`src/rtl/seq_mult_shift_add_if.sv`:
```
// Handshake/operand bundle for seq_mult_shift_add.
// master: drives START/A/B(/TC); slave: returns P/READY/BUSY/DONE.
interface seq_mult_shift_add_if #(
  parameter int WIDTH = 4
);
  logic               START;
  logic [WIDTH-1:0]   A;
  logic [WIDTH-1:0]   B;
`ifdef SEQ_MULT_SIGNED_EN
  logic               TC;
`endif
  logic [2*WIDTH-1:0] P;
  logic               READY;
  logic               BUSY;
  logic               DONE;

`ifdef SEQ_MULT_SIGNED_EN
  modport master (
    output START, A, B, TC,
    input  P, READY, BUSY, DONE
  );
  modport slave (
    input  START, A, B, TC,
    output P, READY, BUSY, DONE
  );
`else
  modport master (
    output START, A, B,
    input  P, READY, BUSY, DONE
  );
  modport slave (
    input  START, A, B,
    output P, READY, BUSY, DONE
  );
`endif
endinterface

```
`src/rtl/seq_mult_shift_add.sv`:
```
// Sequential shift-add multiplier, WIDTH x WIDTH -> 2*WIDTH, one step/cycle.
// Ports: CK, RST (sync, active-high), bus (slave: START,A,B,[TC] -> P,READY,BUSY,DONE).
// Macro SEQ_MULT_SIGNED_EN adds TC (two's-complement mode) on the bus.
module seq_mult_shift_add #(
  parameter  int WIDTH = 4,
  localparam int CW    = $clog2(WIDTH + 1)
) (
  input  logic CK,
  input  logic RST,
  seq_mult_shift_add_if.slave bus
);

  typedef enum logic [1:0] {
    S_IDLE = 2'd0,
    S_RUN  = 2'd1,
    S_DONE = 2'd2
  } state_t;

  state_t             state_q, state_d;
  logic [WIDTH-1:0]   mcand_q, mcand_d;
  logic [CW-1:0]      cnt_q, cnt_d;
  logic [2*WIDTH-1:0] acc_q, acc_d;
  logic [2*WIDTH-1:0] p_q, p_d;
  logic               ready_q, ready_d;
  logic               busy_q, busy_d;
  logic               done_q, done_d;

`ifdef SEQ_MULT_SIGNED_EN
  logic tc_q, tc_d;
`else
  logic tc_q;
  assign tc_q = 1'b0;
`endif

  logic [WIDTH-1:0]   hi;
  logic [WIDTH:0]     ext_hi;
  logic [WIDTH:0]     ext_m;
  logic [WIDTH:0]     sum;
  logic [2*WIDTH-1:0] step;
  logic               last;

  // One step: add (or, on the signed sign-bit step, subtract) the
  // multiplicand into the upper half at WIDTH+1 bits, then shift right
  // with the extra bit becoming the new MSB.
  always_comb begin
    hi     = acc_q[2*WIDTH-1:WIDTH];
    ext_hi = {tc_q & hi[WIDTH-1], hi};
    ext_m  = {tc_q & mcand_q[WIDTH-1], mcand_q};
    last   = (cnt_q == CW'(WIDTH - 1));
    if (!acc_q[0])
      sum = ext_hi;
    else if (tc_q && last)
      sum = ext_hi - ext_m;
    else
      sum = ext_hi + ext_m;
    step = {sum, acc_q[WIDTH-1:1]};
  end

  always_comb begin
    state_d = state_q;
    mcand_d = mcand_q;
    cnt_d   = cnt_q;
    acc_d   = acc_q;
    p_d     = p_q;
`ifdef SEQ_MULT_SIGNED_EN
    tc_d    = tc_q;
`endif
    unique case (state_q)
      S_IDLE, S_DONE: begin
        if (bus.START) begin
          mcand_d = bus.A;
          acc_d   = {{WIDTH{1'b0}}, bus.B};
          cnt_d   = '0;
`ifdef SEQ_MULT_SIGNED_EN
          tc_d    = bus.TC;
`endif
          state_d = S_RUN;
        end else begin
          state_d = S_IDLE;
        end
      end
      S_RUN: begin
        acc_d = step;
        cnt_d = cnt_q + CW'(1);
        if (last) begin
          p_d     = step;
          state_d = S_DONE;
        end
      end
      default: state_d = S_IDLE;
    endcase
    ready_d = (state_d != S_RUN);
    busy_d  = (state_d == S_RUN);
    done_d  = (state_d == S_DONE);
  end

  always_ff @(posedge CK) begin
    if (RST) begin
      state_q <= S_IDLE;
      mcand_q <= '0;
      cnt_q   <= '0;
      acc_q   <= '0;
      p_q     <= '0;
      ready_q <= 1'b1;
      busy_q  <= 1'b0;
      done_q  <= 1'b0;
`ifdef SEQ_MULT_SIGNED_EN
      tc_q    <= 1'b0;
`endif
    end else begin
      state_q <= state_d;
      mcand_q <= mcand_d;
      cnt_q   <= cnt_d;
      acc_q   <= acc_d;
      p_q     <= p_d;
      ready_q <= ready_d;
      busy_q  <= busy_d;
      done_q  <= done_d;
`ifdef SEQ_MULT_SIGNED_EN
      tc_q    <= tc_d;
`endif
    end
  end

  assign bus.P     = p_q;
  assign bus.READY = ready_q;
  assign bus.BUSY  = busy_q;
  assign bus.DONE  = done_q;

endmodule

```
`src/flat_wrapper.sv`:
```
// flat-port wrapper written by rule: the top's interface ports become plain ports
module seq_mult_shift_add_flat 
#(
  parameter  int WIDTH = 4,
  localparam int CW    = $clog2(WIDTH + 1)
)
  (CK, RST, bus_START, bus_A, bus_B, bus_P, bus_READY, bus_BUSY, bus_DONE);
  seq_mult_shift_add_if #(.WIDTH(WIDTH)) bus_i ();
  input  logic CK;
  input  logic RST;
  input wire logic [$bits(bus_i.START)-1:0] bus_START;
  input wire logic [$bits(bus_i.A)-1:0] bus_A;
  input wire logic [$bits(bus_i.B)-1:0] bus_B;
  output wire logic [$bits(bus_i.P)-1:0] bus_P;
  output wire logic [$bits(bus_i.READY)-1:0] bus_READY;
  output wire logic [$bits(bus_i.BUSY)-1:0] bus_BUSY;
  output wire logic [$bits(bus_i.DONE)-1:0] bus_DONE;
  assign bus_i.START = bus_START;
  assign bus_i.A = bus_A;
  assign bus_i.B = bus_B;
  assign bus_P = bus_i.P;
  assign bus_READY = bus_i.READY;
  assign bus_BUSY = bus_i.BUSY;
  assign bus_DONE = bus_i.DONE;
  seq_mult_shift_add #(.WIDTH(WIDTH)) u_core (.CK(CK), .RST(RST), .bus(bus_i));
endmodule
```
`config.mk`:
```
export PLATFORM = sky130hd
export DESIGN_NAME = seq_mult_shift_add_flat
export DESIGN_NICKNAME = d
export VERILOG_FILES = /design/src/rtl/seq_mult_shift_add_if.sv /design/src/rtl/seq_mult_shift_add.sv /design/src/flat_wrapper.sv
export SDC_FILE = /design/constraint.sdc
export NUM_CORES = 1
export LEC_CHECK = 0
export CELL_PAD_IN_SITES_DETAIL_PLACEMENT = 1
export CELL_PAD_IN_SITES_GLOBAL_PLACEMENT = 1
export CORE_ASPECT_RATIO = 0.75
export CORE_MARGIN = 1.5
export CORE_UTILIZATION = 34
export DETAILED_ROUTE_END_ITERATION = 7
export PLACE_DENSITY_LB_ADDON = 0.2
export SYNTH_ARGS = -nofsm -noshare
export SYNTH_HDL_FRONTEND = slang
export SYNTH_SLANG_ARGS = --single-unit
```
`constraint.sdc`:
```
create_clock -name CK -period 1.43 [get_ports CK]
set_input_delay 0.143 -clock CK [delete_from_list [all_inputs] [get_ports CK]]
set_output_delay 0.143 -clock CK [all_outputs]
set_load 0.1 [all_outputs]
```
* After elaboration in Yosys (flattened, before gate mapping)
Cells that the tools add are included.
Operators by class: add/subtract/negate cells 2, eq/ne operators 7, mux-type cells 8, reductions and logical operators 6
Operator list (count):
- $pmux 8 s2 | 1
- $mux 8 | 1
- $pmux 3 s2 | 1
- $reduce_and 2->1 | 3
- $add 4x4->5 | 1
- $mux 5 | 1
- $eq 2x1->1 const B | 2
- $eq 2x2->1 const B | 2
- $pmux 2 s2 | 1
- $add 3x1->3 const B | 1
- $eq 3x2->1 const B | 1
- $mux 3 | 1
- $logic_not 2->1 | 1
- $mux 2 | 1
- $ne 2x1->1 const B | 1
- $ne 2x2->1 const B | 1
- $reduce_bool 2->1 | 1
- $reduce_or 2->1 | 1
- $mux 1 | 1
Storage, ports and cells: register bits after elaboration 28, logic and storage cells 31

* Depth between registers and ports, before layout
depth in word-level cells 4, mapped depth 7

* Worst setup path before layout
Ideal clock, no wire load.
path type flip-flop to flip-flop, start reg u_core.acc_q[4], end reg u_core.acc_q[5], arrival 1.424 ns, required time 1.302 ns, setup slack -0.122 ns, stages on the path, launching flop included 8, buffers on the path 0, clock period less this slack 1.552 ns, path through dfxtp_1 -> ha_1 -> inv_1 -> fa_1 -> xnor2_1 -> mux2i_1 -> o21ai_0 -> nor2b_1
On the way: word-level cells in the longest chain between the ends 3
RTL lines:
- start: declaration | RTL line seq_mult_shift_add.sv:22 | logic [2*WIDTH-1:0] acc_q, acc_d;
- start signal: assignment | RTL line seq_mult_shift_add.sv:102 | acc_q <= '0;
- start signal: assignment | RTL line seq_mult_shift_add.sv:114 | acc_q <= acc_d;
- $add 4x4->5 | RTL line seq_mult_shift_add.sv:55 | sum = ext_hi + ext_m;
- $mux 5 | RTL line seq_mult_shift_add.sv:50 | if (!acc_q[0])
- $pmux 8 s2 | RTL line seq_mult_shift_add.sv:68 | unique case (state_q)
Every way passes these cells. A chain may end at the register's enable or synchronous reset.

* Final worst setup path
Ends and elaborated chain as after synthesis.

==> impl_results.md <==
* Result of the run: finished with violations
* Failing checks: setup timing
* Area of the die at 3990 µm²
* Standard cell with the maximum stage delay on the critical path: dfxtp_2
* Mean cell area of the mapped netlist at 8.59 µm²
* Max-capacitance violation count at 0
* Buffer and inverter count on the worst path at 1
* Number of standard cells after synthesis at 143
* Cell Chain, Critical Path: ha_4 -> inv_2 -> fa_2 -> xnor2_1 -> mux2i_1 -> o21ai_1 -> nor2b_1
* Pin count of the biggest net entering global routing at 17
* Residual DRC at 0
* Highest achievable clock rate at 0.661 GHz
* Critical Setup Path Class: flop to flop
* Slowest cell delay on critical path at 0.37 ns
* Cell variety after synth at 29
* Post-route setup slack at -0.0821 ns
* Cell type with the largest total area after synthesis: dfxtp_1
* Worst slew slack as a fraction of its limit at 0.681
* Area of the placeable core at 3380 µm²
* Total leakage power at 0.697 nW
* Overall via count from detail_route at 1143
* Synth Area in Simple Gates at 0.219
* Total congestion overflow after global routing at 0
* Diodes inserted at 0
* Source-to-sink clock delay at the later pin of the worst-skew pair at 0.28 ns
* Antenna viol nets, final at 0
* Area used by sequential logic in the layout at 569 µm²
* Number of cells after detailed placement at 213
* Area share of the largest cell type after synthesis at 0.456
* Post-CTS Hold Buffers at 0
* Syn. warnings at 0
* Post-synth net total at 161
* Kind of start point of the critical path: flop
* Hold Worst Slack at 0.402 ns
* Kind of cell adding the most delay to the critical path: adder cells
* Most instantiated library cell after synthesis: dfxtp_1
* Endpoint class of the critical path: flop
* Horizontal die dimension at 72.4 µm
* Fin. Hold Viols at 0
* Area of combinational cells with multiple inputs at 683 µm²
* Clock transition at the registers of the reported paths at 0.10 ns
* Clock skew at 0.0115 ns
* Cell Count, Final, Fillers Out at 218
* Cells taking the most area after synthesis: dfxtp_1, nand2_1, nor2_1
* Number of sinks on the clock net at 28
* Number of CTS-inserted buffers at 3
* Number of buffers inserted to repair setup after CTS at 0
* Final setup fails at 8
* Placed cell areas at 1700 µm²
* Initial core utilization at 0.364
* Synth Area in Compound Gates at 0.157
* Fraction of layout cells with a size suffix above 1 at 0.309
* Prevailing post-synth register cell: dfxtp_1
* Bufs on Longest Clock Path at 2
* Drt first pass iters at 4
* Number of primary I/O pins at 22
* FILL cells at 371
* Unrepaired setup endpoints after global routing: true
* Average detailed-routed wire length per instance at 16.7 µm
* PD cells at 960 nW/µm²
* Antenna violations before repair at 0
* Critical path fanouts, max at 2
* Number of nets in the layout at 197
* Row count at 18
* Maximum level of the CTS H-tree at 1
* Req. time, crit path at 1.62 ns
* Sequential cell area fraction in the yosys report at 0.456
* Max Transition Viols Final at 0
* Worst path arrival time at 1.70 ns
* Register bit total from synthesis at 28
* Detailed-route wire length at 3640 µm
* Post-detailed-route via-to-cell ratio at 5.24
* Clock tree from TritonCTS: built
* Xor/xnor share of the synthesized area at 0.00713
* Worst slew pin tran at 0.478 ns
* Tmin final at 1.51 ns
* Global router's overall resource usage at 0.196
* Period utilisation layout at 1.06
* Vias in the first global route at 1132
* Asr flop ratio synth at 0
* Maximum vdd drop at 0.580 mV
* Most frequent cells after synthesis: dfxtp_1, nand2_1, nor2_1
* Number of port buffers at 21
* Worst hold path type: input port to flop
* First-iteration detailed-routing DRC count at 38
* Synth Cell Area at 1230 µm²
* Combinational family with the most area after synthesis: simple AND/OR/NAND/NOR gates
* Number of synthesized flops with an enable pin at 0
* Proportion of synthesized area in mux cells at 0.0326
* Root Driver: clkbuf_8
* Post-DP HPWL at 2620 µm
* Area share of fa/ha/maj cells after synthesis at 0.0774
* Final GP Congestion at 0.864
* Die height at 55.1 µm
* First-pass GRT wire length at 5660 µm
* Area growth from synthesis to layout at 49.8%
* Post-route standard cell area excluding fillers at 1840 µm²
==> path summary, 6_finish.rpt <==
kind,startpoint,endpoint,slack [ns],cells past startpoint
worst max-delay path,u_core.acc_q[4],u_core.acc_q[5],-0.08,7
worst min-delay path,bus_A[2],u_core.mcand_q[2],0.40,3
worst max register to register,u_core.acc_q[4],u_core.acc_q[5],-0.08,7
worst min register to register,u_core.mcand_q[2],u_core.mcand_q[2],0.49,2
==> kinds of logic after synthesis <==
kind of cell,Yosys count
AOI/OAI and AO/OA,30
xor gates and xnor gates,1
adders and majority gates,7
buffers and inverters,13
DFF,28
muxes,4
and+or+nand+nor,60
==> worst register-to-register path: stages, from the launching register on <==
cell,delay (ns)
dfxtp_2,0.37
ha_4,0.14
inv_2,0.04
fa_2,0.34
xnor2_1,0.13
mux2i_1,0.18
o21ai_1,0.08
nor2b_1,0.14
==> registers in the layout, indices dropped and copies added (netlist names) <==
name and cells:
u_core.acc_q 8, u_core.bus.BUSY 1, u_core.bus.DONE 1, u_core.bus.P 8, u_core.bus.READY 1, u_core.cnt_q 3, u_core.mcand_q 4, u_core.state_q 2
==> routing by layer <==
metal,global-route usage,up-vias,part of all wire
li1,-,551,-
met1,0.246,562,0.44
met2,0.347,26,0.50
met3,0.0453,4,0.046
met4,0.0503,0,0.011
met5,0,-,0
==> cell usage in the layout (no fill, tap or decap), types with 2 or more instances in the layout <==
cell and instances:
a22oi_1 3, dfxtp_2 7, nor3_1 3, buf_12 11
inv_1 4, a21oi_2 3, clkbuf_8 3, o22ai_1 3
nand2b_1 4, nand2_1 22, dfxtp_1 21, ha_4 3
nor2_1 21, nor2b_1 2, nand3b_1 2, clkdlybuf4s50_1 10
o21ai_1 3, mux2i_1 4, a211oi_2 2, ha_1 2
buf_4 17, a21oi_1 12
==> report_power, final <==
group,switching [mW],total [mW],internal (mW)
clock,0.256,0.632,0.375
sequential,0.0300,0.842,0.812
combinational,0.162,0.294,0.132
total,0.448,1.77,1.32
==> per-stage QoR <==
stage | utilization | TNS, ns | total power, mW | setup slack, ns
final | 0.545 | -0.398 | 1.77 | -0.0821
after global routing | 0.545 | -0.915 | 1.85 | -0.158
after CTS | 0.537 | -0.397 | 1.77 | -0.0871
after detailed placement | 0.503 | -0.658 | 1.13 | -0.144
after global placement | 0.503 | -0.321 | 1.12 | -0.0906
after floorplan | - | -0.124 | 1.01 | -0.0569
==> cell type report <==
type | count | area share
repair buffers | 38 | 0.243
multi-input cells | 103 | 0.371
clock inverters | 1 | 0.0163
flip-flops and latches | 28 | 0.309
inverters | 5 | 0.0102
clock buffers | 3 | 0.0224
well taps | 40 | 0.0272
==> timing repair <==
item	CTS	global route
gates cloned	0	1
endpoints found under the setup margin	8	10
hold endpoints to repair	0	0
pin swaps	9	2
resized for setup	12	4
(Power assumes the default switching activity.)
